### src/rtl/uart_bridge_pkg.sv
// Shared definitions for the UART-to-memory bridge: command codes and FSM state encoding.
`timescale 1ns/1ps
package uart_bridge_pkg;

    localparam logic [7:0] CMD_WRITE = 8'h01;
    localparam logic [7:0] CMD_READ  = 8'h02;

    typedef enum logic [2:0] {
        ST_IDLE,
        ST_ADDR,
        ST_DATA,
        ST_WRITE,
        ST_READ_WAIT,
        ST_TX_LOAD,
        ST_TX_HOLD,
        ST_TX_WAIT
    } state_t;

endpackage

### src/rtl/uart_mem_bridge.sv
// Byte-serial command bridge: decodes write/read packets from a UART into memory
// accesses and streams read data back out through the UART transmitter.
`timescale 1ns/1ps
module uart_mem_bridge
    import uart_bridge_pkg::*;
#(
    parameter int ADDR_WIDTH     = 16,
    parameter int DATA_WIDTH     = 32,
    parameter int TIMEOUT_CYCLES = 1000000
)(
    input  logic                  clk,
    input  logic                  reset,
    input  logic                  rx_re,
    input  logic [7:0]            rx_data,
    input  logic                  tx_busy,
    output logic                  tx_start,
    output logic [7:0]            tx_data,
    output logic [ADDR_WIDTH-1:0] mem_addr,
    output logic [DATA_WIDTH-1:0] mem_wdata,
    output logic                  mem_we,
    input  logic [DATA_WIDTH-1:0] mem_rdata,
    output logic                  err
);

    localparam int ADDR_BYTES = (ADDR_WIDTH + 7) / 8;
    localparam int DATA_BYTES = (DATA_WIDTH + 7) / 8;
    localparam int AW         = ADDR_BYTES * 8;
    localparam int DW         = DATA_BYTES * 8;
    localparam int TO_W       = $clog2(TIMEOUT_CYCLES + 1);

    localparam logic [TO_W-1:0] TO_RELOAD = TO_W'(TIMEOUT_CYCLES);
    localparam logic [7:0]      ADDR_LAST = 8'(ADDR_BYTES - 1);
    localparam logic [7:0]      DATA_LAST = 8'(DATA_BYTES - 1);

    state_t          r_state;
    logic            r_rx_re_d;
    logic            r_is_write;
    logic [7:0]      r_byte_cnt;
    logic [TO_W-1:0] r_timeout;
    logic [AW-1:0]   r_addr_sh;
    logic [DW-1:0]   r_wdata_sh;
    logic [DW-1:0]   r_tx_sh;
    logic            r_tx_start;
    logic [7:0]      r_tx_data;
    logic            r_mem_we;
    logic            r_err;

    state_t          w_state_nxt;
    logic            w_byte_valid;
    logic            w_err;
    logic            w_tx_start;
    logic            w_addr_shift;
    logic            w_data_shift;
    logic            w_cnt_clr;
    logic            w_cnt_inc;
    logic            w_tx_load;
    logic            w_tx_shift;
    logic [DW-1:0]   w_rdata_ext;

    assign w_byte_valid = rx_re & ~r_rx_re_d;

    // NOTE: sequential state uses non-blocking assignments so every register samples pre-edge values.
    always_ff @(posedge clk) begin
        if (reset) r_state <= ST_IDLE;
        else       r_state <= w_state_nxt;
    end

    // NOTE: every signal gets a default before the case, so no path leaves one unassigned (no latches).
    always_comb begin
        w_state_nxt  = r_state;
        w_err        = 1'b0;
        w_tx_start   = 1'b0;
        w_addr_shift = 1'b0;
        w_data_shift = 1'b0;
        w_cnt_clr    = 1'b0;
        w_cnt_inc    = 1'b0;
        w_tx_load    = 1'b0;
        w_tx_shift   = 1'b0;
        case (r_state)
            ST_IDLE: begin
                if (w_byte_valid) begin
                    if (rx_data == CMD_WRITE || rx_data == CMD_READ) begin
                        w_state_nxt = ST_ADDR;
                        w_cnt_clr   = 1'b1;
                    end else begin
                        w_err = 1'b1;
                    end
                end
            end
            ST_ADDR: begin
                if (w_byte_valid) begin
                    w_addr_shift = 1'b1;
                    if (r_byte_cnt == ADDR_LAST) begin
                        w_cnt_clr   = 1'b1;
                        w_state_nxt = r_is_write ? ST_DATA : ST_READ_WAIT;
                    end else begin
                        w_cnt_inc = 1'b1;
                    end
                end else if (r_timeout == '0) begin
                    w_err       = 1'b1;
                    w_state_nxt = ST_IDLE;
                end
            end
            ST_DATA: begin
                if (w_byte_valid) begin
                    w_data_shift = 1'b1;
                    if (r_byte_cnt == DATA_LAST) begin
                        w_cnt_clr   = 1'b1;
                        w_state_nxt = ST_WRITE;
                    end else begin
                        w_cnt_inc = 1'b1;
                    end
                end else if (r_timeout == '0) begin
                    w_err       = 1'b1;
                    w_state_nxt = ST_IDLE;
                end
            end
            ST_WRITE: begin
                w_err       = w_byte_valid;
                w_state_nxt = ST_IDLE;
            end
            ST_READ_WAIT: begin
                w_err       = w_byte_valid;
                w_tx_load   = 1'b1;
                w_cnt_clr   = 1'b1;
                w_state_nxt = ST_TX_LOAD;
            end
            ST_TX_LOAD: begin
                w_err = w_byte_valid;
                if (!tx_busy) begin
                    w_tx_start  = 1'b1;
                    w_state_nxt = ST_TX_HOLD;
                end
            end
            ST_TX_HOLD: begin
                w_err       = w_byte_valid;
                w_state_nxt = ST_TX_WAIT;
            end
            ST_TX_WAIT: begin
                w_err = w_byte_valid;
                if (!tx_busy) begin
                    w_tx_shift = 1'b1;
                    if (r_byte_cnt == DATA_LAST) begin
                        w_state_nxt = ST_IDLE;
                    end else begin
                        w_cnt_inc   = 1'b1;
                        w_state_nxt = ST_TX_LOAD;
                    end
                end
            end
            default: w_state_nxt = ST_IDLE;
        endcase
    end

    always_comb begin
        w_rdata_ext                 = '0;
        w_rdata_ext[DATA_WIDTH-1:0] = mem_rdata;
    end

    always_ff @(posedge clk) begin
        if (reset) begin
            r_rx_re_d  <= 1'b0;
            r_is_write <= 1'b0;
            r_byte_cnt <= '0;
            r_addr_sh  <= '0;
            r_wdata_sh <= '0;
            r_tx_sh    <= '0;
            r_tx_start <= 1'b0;
            r_tx_data  <= '0;
            r_mem_we   <= 1'b0;
            r_err      <= 1'b0;
        end else begin
            r_rx_re_d  <= rx_re;
            r_tx_start <= w_tx_start;
            r_mem_we   <= (w_state_nxt == ST_WRITE);
            r_err      <= w_err;
            if (r_state == ST_IDLE && w_byte_valid)
                r_is_write <= (rx_data == CMD_WRITE);
            if (w_cnt_clr)      r_byte_cnt <= '0;
            else if (w_cnt_inc) r_byte_cnt <= r_byte_cnt + 8'd1;
            if (w_addr_shift) r_addr_sh  <= (r_addr_sh << 8) | AW'(rx_data);
            if (w_data_shift) r_wdata_sh <= (r_wdata_sh << 8) | DW'(rx_data);
            if (w_tx_load)       r_tx_sh <= w_rdata_ext;
            else if (w_tx_shift) r_tx_sh <= r_tx_sh << 8;
            if (w_tx_start) r_tx_data <= r_tx_sh[DW-1 -: 8];
        end
    end

    // A byte arriving on the very cycle the counter hits zero still wins and reloads it.
    always_ff @(posedge clk) begin
        if (reset || r_state == ST_IDLE || w_byte_valid)
            r_timeout <= TO_RELOAD;
        else if ((r_state == ST_ADDR || r_state == ST_DATA) && r_timeout != '0)
            r_timeout <= r_timeout - 1'b1;
    end

    assign tx_start  = r_tx_start;
    assign tx_data   = r_tx_data;
    assign mem_addr  = r_addr_sh[ADDR_WIDTH-1:0];
    assign mem_wdata = r_wdata_sh[DATA_WIDTH-1:0];
    assign mem_we    = r_mem_we;
    assign err       = r_err;

endmodule

### config.mk
export PLATFORM = sky130hd
export DESIGN_NAME = uart_mem_bridge
export DESIGN_NICKNAME = d
export VERILOG_FILES = /design/src/rtl/uart_bridge_pkg.sv /design/src/rtl/uart_mem_bridge.sv
export SDC_FILE = /design/constraint.sdc
export NUM_CORES = 1
export LEC_CHECK = 0
export CORE_ASPECT_RATIO = 0.7
export CORE_MARGIN = 1
export CORE_UTILIZATION = 55
export DETAILED_ROUTE_END_ITERATION = 7
export PLACE_DENSITY_LB_ADDON = 0.1
export SETUP_SLACK_MARGIN = 0.4
export SYNTH_ARGS = -nofsm -noshare
export SYNTH_HDL_FRONTEND = slang
export SYNTH_SLANG_ARGS = --single-unit
export TNS_END_PERCENT = 50
### constraint.sdc
create_clock -name clk -period 3 [get_ports clk]
set_input_delay 0.45 -clock clk [delete_from_list [all_inputs] [get_ports clk]]
set_output_delay 0.45 -clock clk [all_outputs]
set_load 0.05 [all_outputs]
# After elaboration in Yosys (flattened, before gate mapping)
# Cells that the tools add are included.
dict set report totals {
  output_inout_bits 59
  inputBits 44
  wordCells 82
  regBits 124
}
dict set report op_classes {
  reduce_logical 13
  n_bitwise 4
  muxes 39
  addsub 2
  eq_ne 12
}
# operator count
set ops {}
lappend ops {{$mux W32} 2}
lappend ops {{$mux W3} 11}
lappend ops {{$or A32 B8 Y32} 1}
lappend ops {{$pmux W3 S8} 1}
lappend ops {{$mux W1} 22}
lappend ops {{$logic_not A20 Y1} 1}
lappend ops {{$reduce_bool A20 Y1} 1}
lappend ops {{$sub A20 B1 Y20 const B} 1}
lappend ops {{$eq A8 B1 Y1 const B} 2}
lappend ops {{$eq A8 B2 Y1 const B} 2}
lappend ops {{$or A16 B8 Y16} 1}
lappend ops {{$eq A3 B3 Y1 const B} 4}
lappend ops {{$eq A3 B2 Y1 const B} 3}
lappend ops {{$add A8 B1 Y8 const B} 1}
lappend ops {{$pmux W1 S3} 2}
lappend ops {{$reduce_or A5 Y1} 1}
lappend ops {{$logic_or A1 B1 Y1} 4}
lappend ops {{$pmux W1 S4} 1}
lappend ops {{$reduce_or A2 Y1} 2}
lappend ops {{$eq A3 B1 Y1 const B} 1}
lappend ops {{$logic_not A3 Y1} 1}
lappend ops {{$logic_and A1 B1 Y1} 2}
lappend ops {{$reduce_bool A2 Y1} 1}
lappend ops {{$and A1 B1 Y1} 1}
lappend ops {{$not A1 Y1} 1}

# Logic depth before layout (Yosys ltp)
# Gate-level depths: netlist (run 1).
dict set report depth {
  ltp_word 6
  ltp_mapped 9
  depth_no_buf 8
}

# Least setup slack after synthesis (run 1)
# Ideal clock, no wire load.
dict set report synth_timing {
  kind {input port to flip-flop}
  from {input port rx_data[2]}
  to {register r_byte_cnt[1]}
  stages 7
  setup_time_ns 0.122
  setup_slack_ns 0.898
  path_buffers 1
  t_required_ns 2.878
  arrival_time_ns 1.980
  path_cell_list {or4_1 -> nor4_1 -> a32oi_1 -> a2111oi_0 -> or3_1 -> buf_2 -> a211oi_1}
}
dict set report synth_between {
  elab_chain_cells 6
  elab_cells_between_ends 7
  classes_between {eq/ne: 2; mux: 3; reduce/logical: 2}
}
# item line_no
set synth_rtl {}
lappend synth_rtl {{start: declaration} uart_mem_bridge.sv:14} ;# input logic [7:0] rx_data,
lappend synth_rtl {{$eq A8 B1 Y1 / $eq A8 B2 Y1 (equally long branches)} uart_mem_bridge.sv:82} ;# if (rx_data == CMD_WRITE || rx_data == CMD_READ) begin
lappend synth_rtl {{$logic_or A1 B1 Y1 (*)} uart_mem_bridge.sv:82}
lappend synth_rtl {{$mux W1 (*)} uart_mem_bridge.sv:82}
lappend synth_rtl {{$mux W1 (*)} uart_mem_bridge.sv:81} ;# if (w_byte_valid) begin
lappend synth_rtl {{$pmux W1 S4 (*)} uart_mem_bridge.sv:79} ;# case (r_state)
lappend synth_rtl {{$reduce_or A2 Y1 (no line) (*)} -}
lappend synth_rtl {{end signal: assignment} uart_mem_bridge.sv:180} ;# else if (w_cnt_inc) r_byte_cnt <= r_byte_cnt + 8'd1;
lappend synth_rtl {{end: declaration} uart_mem_bridge.sv:38} ;# logic [7:0] r_byte_cnt;
# Mark *: on every way between the ends. The rest lies on a longest branch, timed or not.
# A chain may end at the register's enable or synchronous reset.

# Final worst setup path (run 1)
dict set report layout_timing {
  from {input port rx_data[2]}
  to {register r_byte_cnt[0]}
}
# The elaborated chain is that of the path after synthesis.

==> PnR_summary.wiki, run 1 <==
{| class="wikitable"
! Metric !! Value
|-
| Status || complete, no violations
|-
| Proportion of layout cells with a drive suffix above 1 || 6.32%
|-
| Remaining routing DRC violations || 0
|-
| Post-DR wirelength/cell || 15.2 um
|-
| Critical path data arrival time || 2720 ps
|-
| Post CTS Setup Buffer Count || 0
|-
| Reg-to-Reg Start || r_timeout[2]$_SDFFE_PP0P_
|-
| Tot GR Track Use || 26.7%
|-
| Share of synthesized registers carrying an async set or reset || 0%
|-
| Mean instance size in the synthesized netlist || 8.37 um^2
|-
| Worst Path Required || 3290 ps
|-
| Number of CTS-inserted buffers || 17
|-
| Number of synthesized register bits || 124
|-
| Routed Antenna Nets || 0
|-
| Power density over cell area || 566 nW/um^2
|-
| Sequential share of the synthesized area || 48.7%
|-
| Relative slew slack || 42.8%
|-
| Biggest fanout along the worst timing path || 8
|-
| Mapped cell area || 5100 um^2
|-
| Yosys warning total || 0
|-
| Cell leakage power || 2.41 nW
|-
| Setup clock skew after layout || 6.67 ps
|-
| Fin. max-slew vios || 0
|-
| Post-layout power || 0.00385 W
|-
| Core area || 8720 um^2
|-
| First DRT Iteration DRCs || 332
|-
| WHS || 452 ps
|-
| Post-synth top area share || 48.7%
|-
| Root Buffer Master || clkbuf_16
|-
| Simple-gate area share of the yosys netlist || 22.7%
|-
| Routed wire length || 12600 um
|-
| Setup violations, final || 0
|-
| Via count of the first global-routing pass || 4293
|-
| Type of element capturing the critical path || flop
|-
| NumNets Final || 750
|-
| Setup repair after global routing missed its margin || no
|-
| Die area || 9660 um^2
|-
| Worst reg2reg path endpoint || r_timeout[19]$_SDFFE_PP1P_
|-
| Share of synthesized area spent on multiplexers || 4.71%
|-
| Wire length of the first global-routing pass || 19600 um
|-
| Clock insertion delay at the later pin of the skew report || 410 ps
|-
| Pin slew with the least headroom to its limit || 850 ps
|-
| Largest net degree at the start of global routing || 51
|-
| Vias post-DR || 4646
|-
| Critical Path Sink || r_byte_cnt[0]$_SDFFE_PP0P_
|-
| IO Count || 103
|-
| Final period utilization || 81.1%
|-
| Total number of H-tree levels || 4
|-
| Clock period minus worst slack || 2430 ps
|-
| Post-synth top area cell || dfxtp_1
|-
| Worst hold path class || reg -> reg
|-
| Yosys cell types || 48
|-
| Xor/xnor cell area share of the yosys netlist || 3.44%
|-
| Starting Density || 58.4%
|-
| Quantity of hold-fixing buffers added after cts || 0
|-
| Startpoint of the most critical hold path || tx_data[3]$_SDFFE_PP0P_
|-
| Total Negative Setup Slacks || 0 ps
|-
| Most instantiated flip-flop cell in the synthesis netlist || dfxtp_1
|-
| Y dimension of the die || 82.5 um
|-
| Ranking of synthesized cells by area || dfxtp_1 (49%), nand2_1 (9.6%), a21oi_1 (6.9%), mux2i_1 (4.7%), nor2_1 (4.4%)
|-
| Routability cong. || 0.906
|-
| Combinational family with the most area after synthesis || simple AND/OR/NAND/NOR gates
|-
| CTS tree || done
|-
| Post-detailed-placement half-perimeter wirelength || 8260 um
|-
| PortBufs || 102
|-
| Post-route design area || 6800 um^2
|-
| Via density || 5.58
|-
| Clock net sink count || 124
|-
| Global-route congestion overflow total || 0
|-
| Number of optimization iterations in the first detailed-route pass || 5
|-
| Final core occ || 77.9%
|-
| Synthesized instance count || 609
|-
| Number of hold violations in the final report || 0
|-
| FF-to-FF setup slack || 620 ps
|-
| Worst-case vdd ir drop || 486 uV
|-
| Ant. Diodes || 0
|-
| Die Width || 117 um
|-
| Compound-cell area share of the yosys netlist || 15.8%
|-
| Max Root-Sink Buffers || 2
|-
| Type of origin of the critical path || input port
|-
| Start point of the critical path || rx_data[2]
|-
| Adder-cell share of the synthesized area || 0.982%
|-
| Register-to-Register Path Depth || 6
|-
| Resize count post-CTS || 0
|-
| Clock-pin slew on the worst setup and hold paths || 50 ps
|-
| Type of the worst setup path || in -> reg
|-
| Achievable clock frequency || 411 MHz
|-
| Max Cap Violations || 0
|-
| Synth Net Count || 657
|-
| Placed Area || 6200 um^2
|-
| Area Overhead vs Synth || 33.4%
|-
| Cell Rows || 28
|-
| Number of antenna violations at the first check in global routing || 0
|-
| Number of enable flip-flop cells after synthesis || 0
|}
[cell usage after synthesis, drive strengths merged (2+ instances only)]
cell	n
nor3	14
ha	4
or3	10
nor4	8
a32oi	3
xnor2	11
nor2b	3
o21ai	6
a2111oi	2
nand4b	3
nor3b	2
dfxtp	124
a22oi	8
or4	5
xor2	9
and3b	2
nand3	8
and2	2
a21oi	71
inv	8
nand2b	5
a211oi	26
mux2i	24
buf	8
nand2	130
nor2	60
clkbuf	31
o31ai	3
nand4	5
[critical path, stage by stage]
cell	delay, ps
clkdlybuf4s50_1	440
or4_1	590
nor4_1	300
buf_4	180
a32oi_1	50
a2111oi_0	280
or3_1	330
nor2_1	90
[power by group]
part / total, W / internal [W] / switching [W]
Sequential: 0.00165 / 0.00165 / 0.000000721
Clock: 0.00209 / 0.00141 / 0.000682
Combinational: 0.000103 / 0.0000560 / 0.0000470
Total: 0.00385 / 0.00312 / 0.000730
[sequential cells by signal (all words and copies together) (netlist names)]
signal,count
r_rx_re_d,1
r_is_write,1
tx_data,8
mem_wdata,32
mem_we,1
tx_start,1
r_state,3
r_timeout,20
r_tx_sh,32
r_byte_cnt,8
mem_addr,16
err,1
[worst min path at each step]
stage / end / slack (ps) / depth (start not counted)
after CTS: tx_data[3]$_SDFFE_PP0P_ / 450 / 2
after global routing: tx_data[3]$_SDFFE_PP0P_ / 470 / 2
after global placement: mem_addr[9]$_SDFFE_PP0P_ / 440 / 2
after floorplan: tx_data[0]$_SDFFE_PP0P_ / 430 / 2
final: tx_data[3]$_SDFFE_PP0P_ / 450 / 2
after detailed placement: tx_data[3]$_SDFFE_PP0P_ / 450 / 2
[cells by family (layout without fill, tap and decap cells)]
logic type	count (synthesis)	in the layout
buffers and inverters	47	150
AO/OA/AOI/OAI	130	130
adder cells (fa/ha/maj)	4	4
XOR/XNOR	20	20
AND/OR/NAND/NOR	260	260
multiplexers	24	24
flip-flops	124	124
[cells in the final DEF, fill, tap and decap left out, drive strengths merged, types with 5 or more instances in the layout]
| cell type | count |
|---|---|
| nand2 | 130 |
| dfxtp | 124 |
| clkdlybuf4s50 | 101 |
| a21oi | 71 |
| nor2 | 60 |
| a211oi | 26 |
| mux2i | 24 |
| clkbuf | 20 |
| nor3 | 14 |
| buf | 12 |
| xnor2 | 11 |
| or3 | 10 |
| xor2 | 9 |
| inv | 8 |
| a22oi | 8 |
| nand3 | 8 |
| nor4 | 8 |
| o21ai | 6 |
| nand2b | 5 |
| or4 | 5 |
| nand4 | 5 |
| clkinv | 5 |
[per-layer routing]
metal	GRT usage (%)	wire length [um]	share of wire [%]	vias to the layer above
met3	8.03	727	5.8	25
met2	45.3	6000	48	146
met5	0	0	0	-
li1	-	-	-	2298
met1	32.0	5670	45	2177
met4	10.1	221	1.8	0
[stage by stage]
| step | setup WS [ps] | cells |
|---|---|---|
| after floorplan | 898 | 609 |
| after global routing | 410 | 832 |
| final | 566 | 832 |
| after detailed placement | 173 | 803 |
| after CTS | 573 | 832 |
| after global placement | 283 | 803 |
[final cells by class]
cell class | count | area (um^2)
multi-input cells | 438 | 2430
repair buffers | 113 | 1100
fillers | 588 | 1930
well taps | 120 | 150
inverters | 8 | 30.0
clock inverters | 9 | 145
flip-flops and latches | 124 | 2480
clock buffers | 20 | 457
Power figures use the tool's default switching activity.
==> run 2, diff against run 1 <==
--- a/config.mk
+++ b/config.mk
@@ -7,7 +7,7 @@
 export LEC_CHECK = 0
 export CORE_ASPECT_RATIO = 0.7
 export CORE_MARGIN = 1
-export CORE_UTILIZATION = 55
+export CORE_UTILIZATION = 46
 export DETAILED_ROUTE_END_ITERATION = 7
 export PLACE_DENSITY_LB_ADDON = 0.1
 export SETUP_SLACK_MARGIN = 0.4
==> constraint.sdc (replaced) <==
create_clock -name clk -period 2.21 [get_ports clk]
set_input_delay 0.3315 -clock clk [delete_from_list [all_inputs] [get_ports clk]]
set_output_delay 0.3315 -clock clk [all_outputs]
set_load 0.05 [all_outputs]
==> run 2 against run 1 <==
Against the previous run: clock power rose by 32%; worst hold slack worse by 220 ps; global-route usage fell by 1.8 points; first-iteration DRC count is 2.4% higher; critical path type is now reg -> reg; combinational power up 62%; worst setup slack got worse by 360 ps; routed wire length rose by 11%; count of clock-buffer cells in the layout decreased by 3; flip-flop and latch count unchanged.
==> PnR_summary.wiki, run 2 (synthesis gave the netlist of run 1 again) <==
{| class="wikitable"
! Metric !! Value
|-
| Setup clock skew after layout || 8.68 ps (was 6.67 ps)
|-
| Vias post-DR || 4893 (was 4646)
|-
| PortBufs || 102 (unchanged)
|-
| Cell leakage power || 2.96 nW (was 2.41 nW)
|-
| Register-to-Register Path Depth || 6 (unchanged)
|-
| Post-DR wirelength/cell || 15.3 um (was 15.2 um)
|-
| Worst Path Required || 2500 ps (was 3290 ps)
|-
| Sum of buffers and inverters on the critical path || 0 (was 2)
|-
| Area Overhead vs Synth || 49.2% (was 33.4%)
|-
| Reg-to-Reg Start || r_timeout[12]$_SDFFE_PP0P_ (was r_timeout[2]$_SDFFE_PP0P_)
|-
| Critical path data arrival time || 2290 ps (was 2720 ps)
|-
| Max Root-Sink Buffers || 2 (unchanged)
|-
| DR top layer || met4 (unchanged)
|-
| Status || complete, no violations (unchanged)
|-
| Filler Cells Inserted || 777 (was 588)
|-
| Fraction of power spent switching nets || 22.5% (was 19.0%)
|-
| Clock period minus worst slack || 2000 ps
|-
| Via density || 5.36 (was 5.58)
|-
| Total number of H-tree levels || 4 (unchanged)
|-
| Setup violations, final || 0 (unchanged)
|-
| Routed wire length on met3 || 746 um (was 727 um)
|-
| Internal power consumption || 0.00400 W (was 0.00312 W)
|-
| Largest stage delay on the critical path || 580 ps (was 590 ps)
|-
| Achievable clock frequency || 500 MHz
|-
| Type of origin of the critical path || flop (was input port)
|-
| Commonest non-fill, non-tap cells in the layout || nand2_1 (127), dfxtp_1 (111), clkdlybuf4s50_1 (73), a21oi_1 (66), nor2_1 (58) (was nand2_1 (130), dfxtp_1 (124), clkdlybuf4s50_1 (101), a21oi_1 (70), nor2_1 (60))
|-
| Final period utilization || 90.5%
|-
| Max Cap Violations || 0 (unchanged)
|-
| Core area || 10600 um^2 (was 8720 um^2)
|-
| Biggest fanout along the worst timing path || 6 (was 8)
|-
| Pin slew with the least headroom to its limit || 564 ps (was 850 ps)
|-
| Clk network pwr share || 53.5% (was 54.4%)
|-
| Root Buffer Master || clkbuf_16 (unchanged)
|-
| Starting Density || 48.3% (was 58.4%)
|-
| Remaining routing DRC violations || 0 (unchanged)
|-
| Y dimension of the die || 90.1 um (was 82.5 um)
|-
| Worst hold path class || in -> reg (was reg -> reg)
|-
| Top Family by Delay on Critical Path || simple AND/OR/NAND/NOR gates (unchanged)
|-
| First DRT Iteration DRCs || 340 (was 332)
|-
| CP max-delay cell || or4_4 (was or4_1)
|-
| Largest net degree at the start of global routing || 94 (was 51)
|-
| Final core occ || 72.1% (was 77.9%)
|-
| Number of hold violations in the final report || 0 (unchanged)
|-
| Number of CTS-inserted buffers || 17 (unchanged)
|-
| NumNets Final || 800 (was 750)
|-
| Clock insertion delay at the later pin of the skew report || 420 ps (was 410 ps)
|-
| Setup repair after global routing missed its margin || yes (was no)
|-
| Relative contribution of sequential cells to total power || 43.2% (was 42.9%)
|-
| Global-route congestion overflow total || 0 (unchanged)
|-
| Clock-pin slew on the worst setup and hold paths || 60 ps (was 50 ps)
|-
| Most common cell after layout, fill and taps aside || nand2_1 (unchanged)
|-
| Hold-critical path depth || 2 (unchanged)
|-
| Worst reg2reg path endpoint || r_timeout[10]$_SDFFE_PP0P_ (was r_timeout[19]$_SDFFE_PP1P_)
|-
| Relative slew slack || 62.3% (was 42.8%)
|-
| Routability cong. || 0.880 (was 0.906)
|-
| FF-to-FF setup slack || 210 ps (was 620 ps)
|-
| Type of the worst setup path || reg -> reg (was in -> reg)
|-
| Wire length of the first global-routing pass || 22600 um (was 19600 um)
|-
| Via count of the first global-routing pass || 4607 (was 4293)
|-
| Ant. Diodes || 0 (unchanged)
|-
| Die area || 11500 um^2 (was 9660 um^2)
|-
| Number of optimization iterations in the first detailed-route pass || 5 (unchanged)
|-
| Switching power || 0.00116 W (was 0.000730 W)
|-
| Worst-case vdd ir drop || 628 uV (was 486 uV)
|-
| Number of antenna violations at the first check in global routing || 0 (unchanged)
|-
| Tot GR Track Use || 24.9% (was 26.7%)
|-
| CTS tree || done (unchanged)
|-
| Post-layout power || 0.00517 W (was 0.00385 W)
|-
| Routed Antenna Nets || 0 (unchanged)
|-
| Power density over cell area || 679 nW/um^2 (was 566 nW/um^2)
|-
| Met2 Routed Length || 6540 um (was 6000 um)
|-
| Type of element capturing the critical path || flop (unchanged)
|-
| M1 WL || 6490 um (was 5670 um)
|-
| Endpoint, Worst Hold || err$_SDFF_PP0_ (was tx_data[3]$_SDFFE_PP0P_)
|-
| Proportion of layout cells with a drive suffix above 1 || 20.8% (was 6.32%)
|-
| Routed wire length || 14000 um (was 12600 um)
|-
| Post-detailed-placement half-perimeter wirelength || 8600 um (was 8260 um)
|-
| Cell Rows || 31 (was 28)
|-
| Die Width || 128 um (was 117 um)
|-
| IO Count || 103 (unchanged)
|-
| Quantity of hold-fixing buffers added after cts || 0 (unchanged)
|-
| Part of the power in combinational logic || 3.2% (was 2.7%)
|-
| CP Cell Sequence || or4_4 > or3_4 > o2111a_2 > nand2_1 > xor2_1 > nor2_1 (was clkdlybuf4s50_1 > or4_1 > nor4_1 > buf_4 > a32oi_1 > a2111oi_0 > or3_1 > nor2_1)
|-
| Startpoint of the most critical hold path || reset (was tx_data[3]$_SDFFE_PP0P_)
|-
| Fin. max-slew vios || 0 (unchanged)
|-
| Clock net sink count || 124 (unchanged)
|}
-- run 2: cell types whose count changed in the layout (fill, tap and decap cells not counted), moves of 5 or more --
cell             delta
buf_12              +5
or4_1               -5
buf_4              +42
dlygate4sd2_1      +21
or4_4               +5
dfxtp_1            -13
dfxtp_2             +9
dlymetal6s2s_1      +7
clkdlybuf4s50_1    -28
-- run 2: power by group through the flow --
stage | logic [W] | clock network (W) | registers [W]
final | 0.000167 | 0.00276 | 0.00223
after global routing | 0.000177 | 0.00291 | 0.00223
after CTS | 0.000164 | 0.00279 | 0.00223
after detailed placement | 0.000165 | 0 | 0.00229
after global placement | 0.000165 | 0 | 0.00229
after floorplan | 0.0000442 | 0 | 0.00229
-- run 2: what timing repair did --
| action | 4_1_cts | 5_1_grt |
|---|---|---|
| setup endpoints to repair | 90 | 75 |
| buffers inserted | 26 | 4 |
| pin swaps | 27 | 32 |
| resized for setup | 62 | 41 |
-- run 2: per-stage QoR --
stage          instance area [um^2]  setup TNS [ps]  instances  hold WS, ps  setup slack (ps)
2_1_floorplan                  5170               0        609          432               250
3_3_place_gp                   6470           -1320        851          443              -175
3_5_place_dp                   6470           -1370        851          448              -183
4_1_cts                        7410               0        909          197               224
5_1_grt                        7600               0        913          228               152
6_report                       7600               0        913          234               211
-- run 2: worst max path at each step --
stage / start / end / slack, ps / cells past startpoint
floorplan: r_timeout[12]$_SDFFE_PP0P_ / r_timeout[8]$_SDFFE_PP0P_ / 250 / 7
global placement: rx_data[2] / r_byte_cnt[1]$_SDFFE_PP0P_ / -180 / 8
global route: r_timeout[12]$_SDFFE_PP0P_ / r_timeout[10]$_SDFFE_PP0P_ / 150 / 6
CTS: r_timeout[12]$_SDFFE_PP0P_ / r_timeout[10]$_SDFFE_PP0P_ / 220 / 6
detailed placement: rx_data[2] / r_byte_cnt[1]$_SDFFE_PP0P_ / -180 / 8
finish: r_timeout[12]$_SDFFE_PP0P_ / r_timeout[10]$_SDFFE_PP0P_ / 210 / 6
-- run 2: area by class of cell --
type	count	area, um^2	share of cell area [%]
well taps	148	185	2.44
inverters	8	32.5	0.428
clock inverters	15	161	2.12
multi-input cells	438	2750	36.2
clock buffers	17	425	5.59
flip-flops and latches	124	2510	33.0
repair buffers	163	1540	20.2
-- run 2: per-layer routing --
layer,global-route usage [%],vias to the layer above
li1,-,2404
met1,33.6,2333
met2,37.8,136
met3,7.08,20
met4,8.73,0
met5,0,-
==> run 3, diff against run 2 <==
--- a/config.mk
+++ b/config.mk
@@ -10,6 +10,7 @@
 export CORE_UTILIZATION = 46
 export DETAILED_ROUTE_END_ITERATION = 7
 export PLACE_DENSITY_LB_ADDON = 0.1
+export RECOVER_POWER = 100
 export SETUP_SLACK_MARGIN = 0.4
 export SYNTH_ARGS = -nofsm -noshare
 export SYNTH_HDL_FRONTEND = slang
==> run 3 against run 2 <==
Against the previous run: power decreased by 0.11%; cell area decreased by 1.8%; critical endpoint is now err$_SDFF_PP0_; worst setup slack got worse by 60 ps; flip-flop and latch count unchanged; the flow now finishes with violations (capacitance limit, slew limit); sequential power about the same; worst hold slack improved by 70 ps.
==> PnR_summary.wiki, run 3 (synthesis gave the netlist of run 1 again) <==
{| class="wikitable"
! Metric !! Value
|-
| Status || complete, but fails checks (was complete, no violations)
|-
| Violated checks || capacitance limit, slew limit
|-
| Biggest fanout along the worst timing path || 6 (unchanged)
|-
| Achievable clock frequency || 486 MHz (was 500 MHz)
|-
| Proportion of layout cells with a drive suffix above 1 || 19.6% (was 20.8%)
|-
| Internal power consumption || 0.00400 W (about the same)
|-
| Number of optimization iterations in the first detailed-route pass || 5 (unchanged)
|-
| Max Cap Violations || 1 (was 0)
|-
| Worst-case vdd ir drop || 627 uV (was 628 uV)
|-
| Start point of the critical path || r_timeout[12]$_SDFFE_PP0P_ (unchanged)
|-
| Number of hold violations in the final report || 0 (unchanged)
|-
| Pin slew with the least headroom to its limit || 1850 ps (was 564 ps)
|-
| IO Count || 103 (unchanged)
|-
| Fraction of power spent switching nets || 22.5% (about the same)
|-
| Post-DR wirelength/cell || 15.3 um (about the same)
|-
| Root Buffer Master || clkbuf_16 (unchanged)
|-
| Clock-pin slew on the worst setup and hold paths || 60 ps (about the same)
|-
| Area taken by flip-flops and latches || 2510 um^2 (about the same)
|-
| DR top layer || met4 (unchanged)
|-
| M1 WL || 6420 um (was 6490 um)
|-
| Post-detailed-placement half-perimeter wirelength || 8600 um (unchanged)
|-
| Number of cells after detailed placement || 851 (unchanged)
|-
| Routed wire length || 13900 um (was 14000 um)
|-
| Worst hold path class || in -> reg (unchanged)
|-
| Commonest non-fill, non-tap cells in the layout || nand2_1 (127), dfxtp_1 (111), a21oi_1 (66), nor2_1 (58), buf_4 (48) (was nand2_1 (127), dfxtp_1 (111), clkdlybuf4s50_1 (73), a21oi_1 (66), nor2_1 (58))
|-
| Tot GR Track Use || 24.9% (unchanged)
|-
| NumNets Final || 800 (unchanged)
|-
| Setup violations, final || 0 (unchanged)
|-
| Filler Cells Inserted || 798 (was 777)
|-
| Routed wire length on met3 || 807 um (was 746 um)
|-
| Worst slack after detailed placement || -183 ps (unchanged)
|-
| Setup repair after global routing missed its margin || yes (unchanged)
|-
| Clock period minus worst slack || 2060 ps (was 2000 ps)
|-
| PortBufs || 102 (unchanged)
|-
| Final period utilization || 93.2% (was 90.5%)
|-
| Setup clock skew after layout || 8.83 ps (was 8.68 ps)
|-
| Type of origin of the critical path || flop (unchanged)
|-
| Type of the worst setup path || reg -> reg (unchanged)
|-
| Core area || 10600 um^2 (unchanged)
|-
| Critical path data arrival time || 2400 ps (was 2290 ps)
|-
| Type of element capturing the critical path || flop (unchanged)
|-
| Post-layout power || 0.00516 W (was 0.00517 W)
|-
| Most common cell after layout, fill and taps aside || nand2_1 (unchanged)
|-
| Wire length of the first global-routing pass || 22600 um (unchanged)
|-
| Starting Density || 48.3% (unchanged)
|-
| Count of placed standard cells in the final layout, fillers left out || 913 (unchanged)
|-
| Max Root-Sink Buffers || 2 (unchanged)
|-
| Remaining routing DRC violations || 0 (unchanged)
|-
| Met2 Routed Length || 6540 um (unchanged)
|-
| Area of combinational cells with multiple inputs || 2720 um^2 (was 2750 um^2)
|-
| Vias post-DR || 4903 (was 4893)
|-
| FF-to-FF setup slack || 150 ps (was 210 ps)
|-
| Die Width || 128 um (unchanged)
|-
| Cell Rows || 31 (unchanged)
|-
| First DRT Iteration DRCs || 348 (was 340)
|-
| Global-route congestion overflow total || 0 (unchanged)
|-
| Cell leakage power || 2.89 nW (was 2.96 nW)
|-
| Via count of the first global-routing pass || 4607 (unchanged)
|-
| Routability cong. || 0.880 (unchanged)
|-
| Via density || 5.37 (was 5.36)
|-
| Routed Antenna Nets || 0 (unchanged)
|-
| Largest net degree at the start of global routing || 94 (unchanged)
|-
| CTS tree || done (unchanged)
|-
| Clk network pwr share || 53.5% (about the same)
|-
| Y dimension of the die || 90.1 um (unchanged)
|-
| Total number of H-tree levels || 4 (unchanged)
|-
| Hold-critical path depth || 2 (unchanged)
|-
| Worst reg2reg path endpoint || err$_SDFF_PP0_ (was r_timeout[10]$_SDFFE_PP0P_)
|-
| Ant. Diodes || 0 (unchanged)
|-
| Reg-to-Reg Start || r_timeout[12]$_SDFFE_PP0P_ (unchanged)
|-
| Number of CTS-inserted buffers || 17 (unchanged)
|-
| Part of the power in combinational logic || 3.2% (about the same)
|-
| Endpoint, Worst Hold || err$_SDFF_PP0_ (unchanged)
|-
| Register-to-Register Path Depth || 7 (was 6)
|-
| Relative slew slack || -23.4% (was 62.3%)
|-
| Area Overhead vs Synth || 46.5% (was 49.2%)
|-
| Power density over cell area || 691 nW/um^2 (was 679 nW/um^2)
|-
| Clock net sink count || 124 (unchanged)
|-
| Startpoint of the most critical hold path || reset (unchanged)
|-
| Die area || 11500 um^2 (unchanged)
|-
| Number of antenna violations at the first check in global routing || 0 (unchanged)
|-
| Fin. max-slew vios || 94 (was 0)
|-
| Switching power || 0.00116 W (about the same)
|-
| Clock insertion delay at the later pin of the skew report || 420 ps (about the same)
|-
| Final worst setup slack || 150 ps (was 211 ps)
|-
| Relative contribution of sequential cells to total power || 43.3% (was 43.2%)
|-
| Final core occ || 70.8% (was 72.1%)
|-
| Worst Path Required || 2550 ps (was 2500 ps)
|}
## run 3: changes by cell type in the layout (fill, tap and decap cells not counted), sizes merged
cell	previous run	this run
clkbuf	17	32
buf	62	54
dlymetal6s2s	7	0
dlygate4sd3	0	35
clkdlybuf4s50	73	38
## run 3: timing repair
item                                    in CTS  in global routing
setup buffers                               26                  4
hold buffers                                 0                  0
endpoints found under the setup margin      90                 75
pin swaps                                   27                 32
gates resized for setup                     62                 41
## run 3: power groups by stage
| stage | Clock (W) | Combinational, W | Sequential [W] |
|---|---|---|---|
| floorplan | 0 | 0.0000442 | 0.00229 |
| global placement | 0 | 0.000165 | 0.00229 |
| detailed placement | 0 | 0.000165 | 0.00229 |
| CTS | 0.00279 | 0.000164 | 0.00223 |
| global route | 0.00291 | 0.000173 | 0.00223 |
| finish | 0.00276 | 0.000163 | 0.00223 |
## run 3: metrics by stage
stage / cell area [um^2] / hold slack [ps] / setup TNS, ps
after floorplan: 5170 / 432 / 0
after global placement: 6470 / 443 / -1320
after detailed placement: 6470 / 448 / -1370
after CTS: 7410 / 197 / 0
after global routing: 7470 / 284 / 0
final: 7470 / 304 / 0
## run 3: worst max-delay path, cell delays in order, from the launching register on
cell	delay, ps
dfxtp_4	340
or4_4	570
clkbuf_1	170
nor3_2	200
nand2_1	130
a2111oi_2	340
nor3_1	110
nor2_1	130
## run 3: layout make-up
class | count | area share [%]
Clock buffer | 17 | 5.70
Clock inverter | 15 | 2.16
Timing Repair Buffer | 163 | 19.3
Sequential cell | 124 | 33.6
Inverter | 8 | 0.436
Multi-Input combinational cell | 438 | 36.4
Tap cell | 148 | 2.48
## run 3: worst max-delay path by stage
stage | endpoint | slack (ps) | cells past startpoint
after global routing | mem_we$_SDFF_PP0_ | 80 | 8
after global placement | r_byte_cnt[1]$_SDFFE_PP0P_ | -180 | 8
after detailed placement | r_byte_cnt[1]$_SDFFE_PP0P_ | -180 | 8
after CTS | r_timeout[10]$_SDFFE_PP0P_ | 220 | 6
final | err$_SDFF_PP0_ | 150 | 7
after floorplan | r_timeout[8]$_SDFFE_PP0P_ | 250 | 7
## run 3: metal layers
| layer | track usage [%] | up-vias |
|---|---|---|
| met2 | 37.8 | 139 |
| met1 | 33.6 | 2341 |
| li1 | - | 2407 |
| met5 | 0 | - |
| met3 | 7.08 | 16 |
| met4 | 8.73 | 0 |
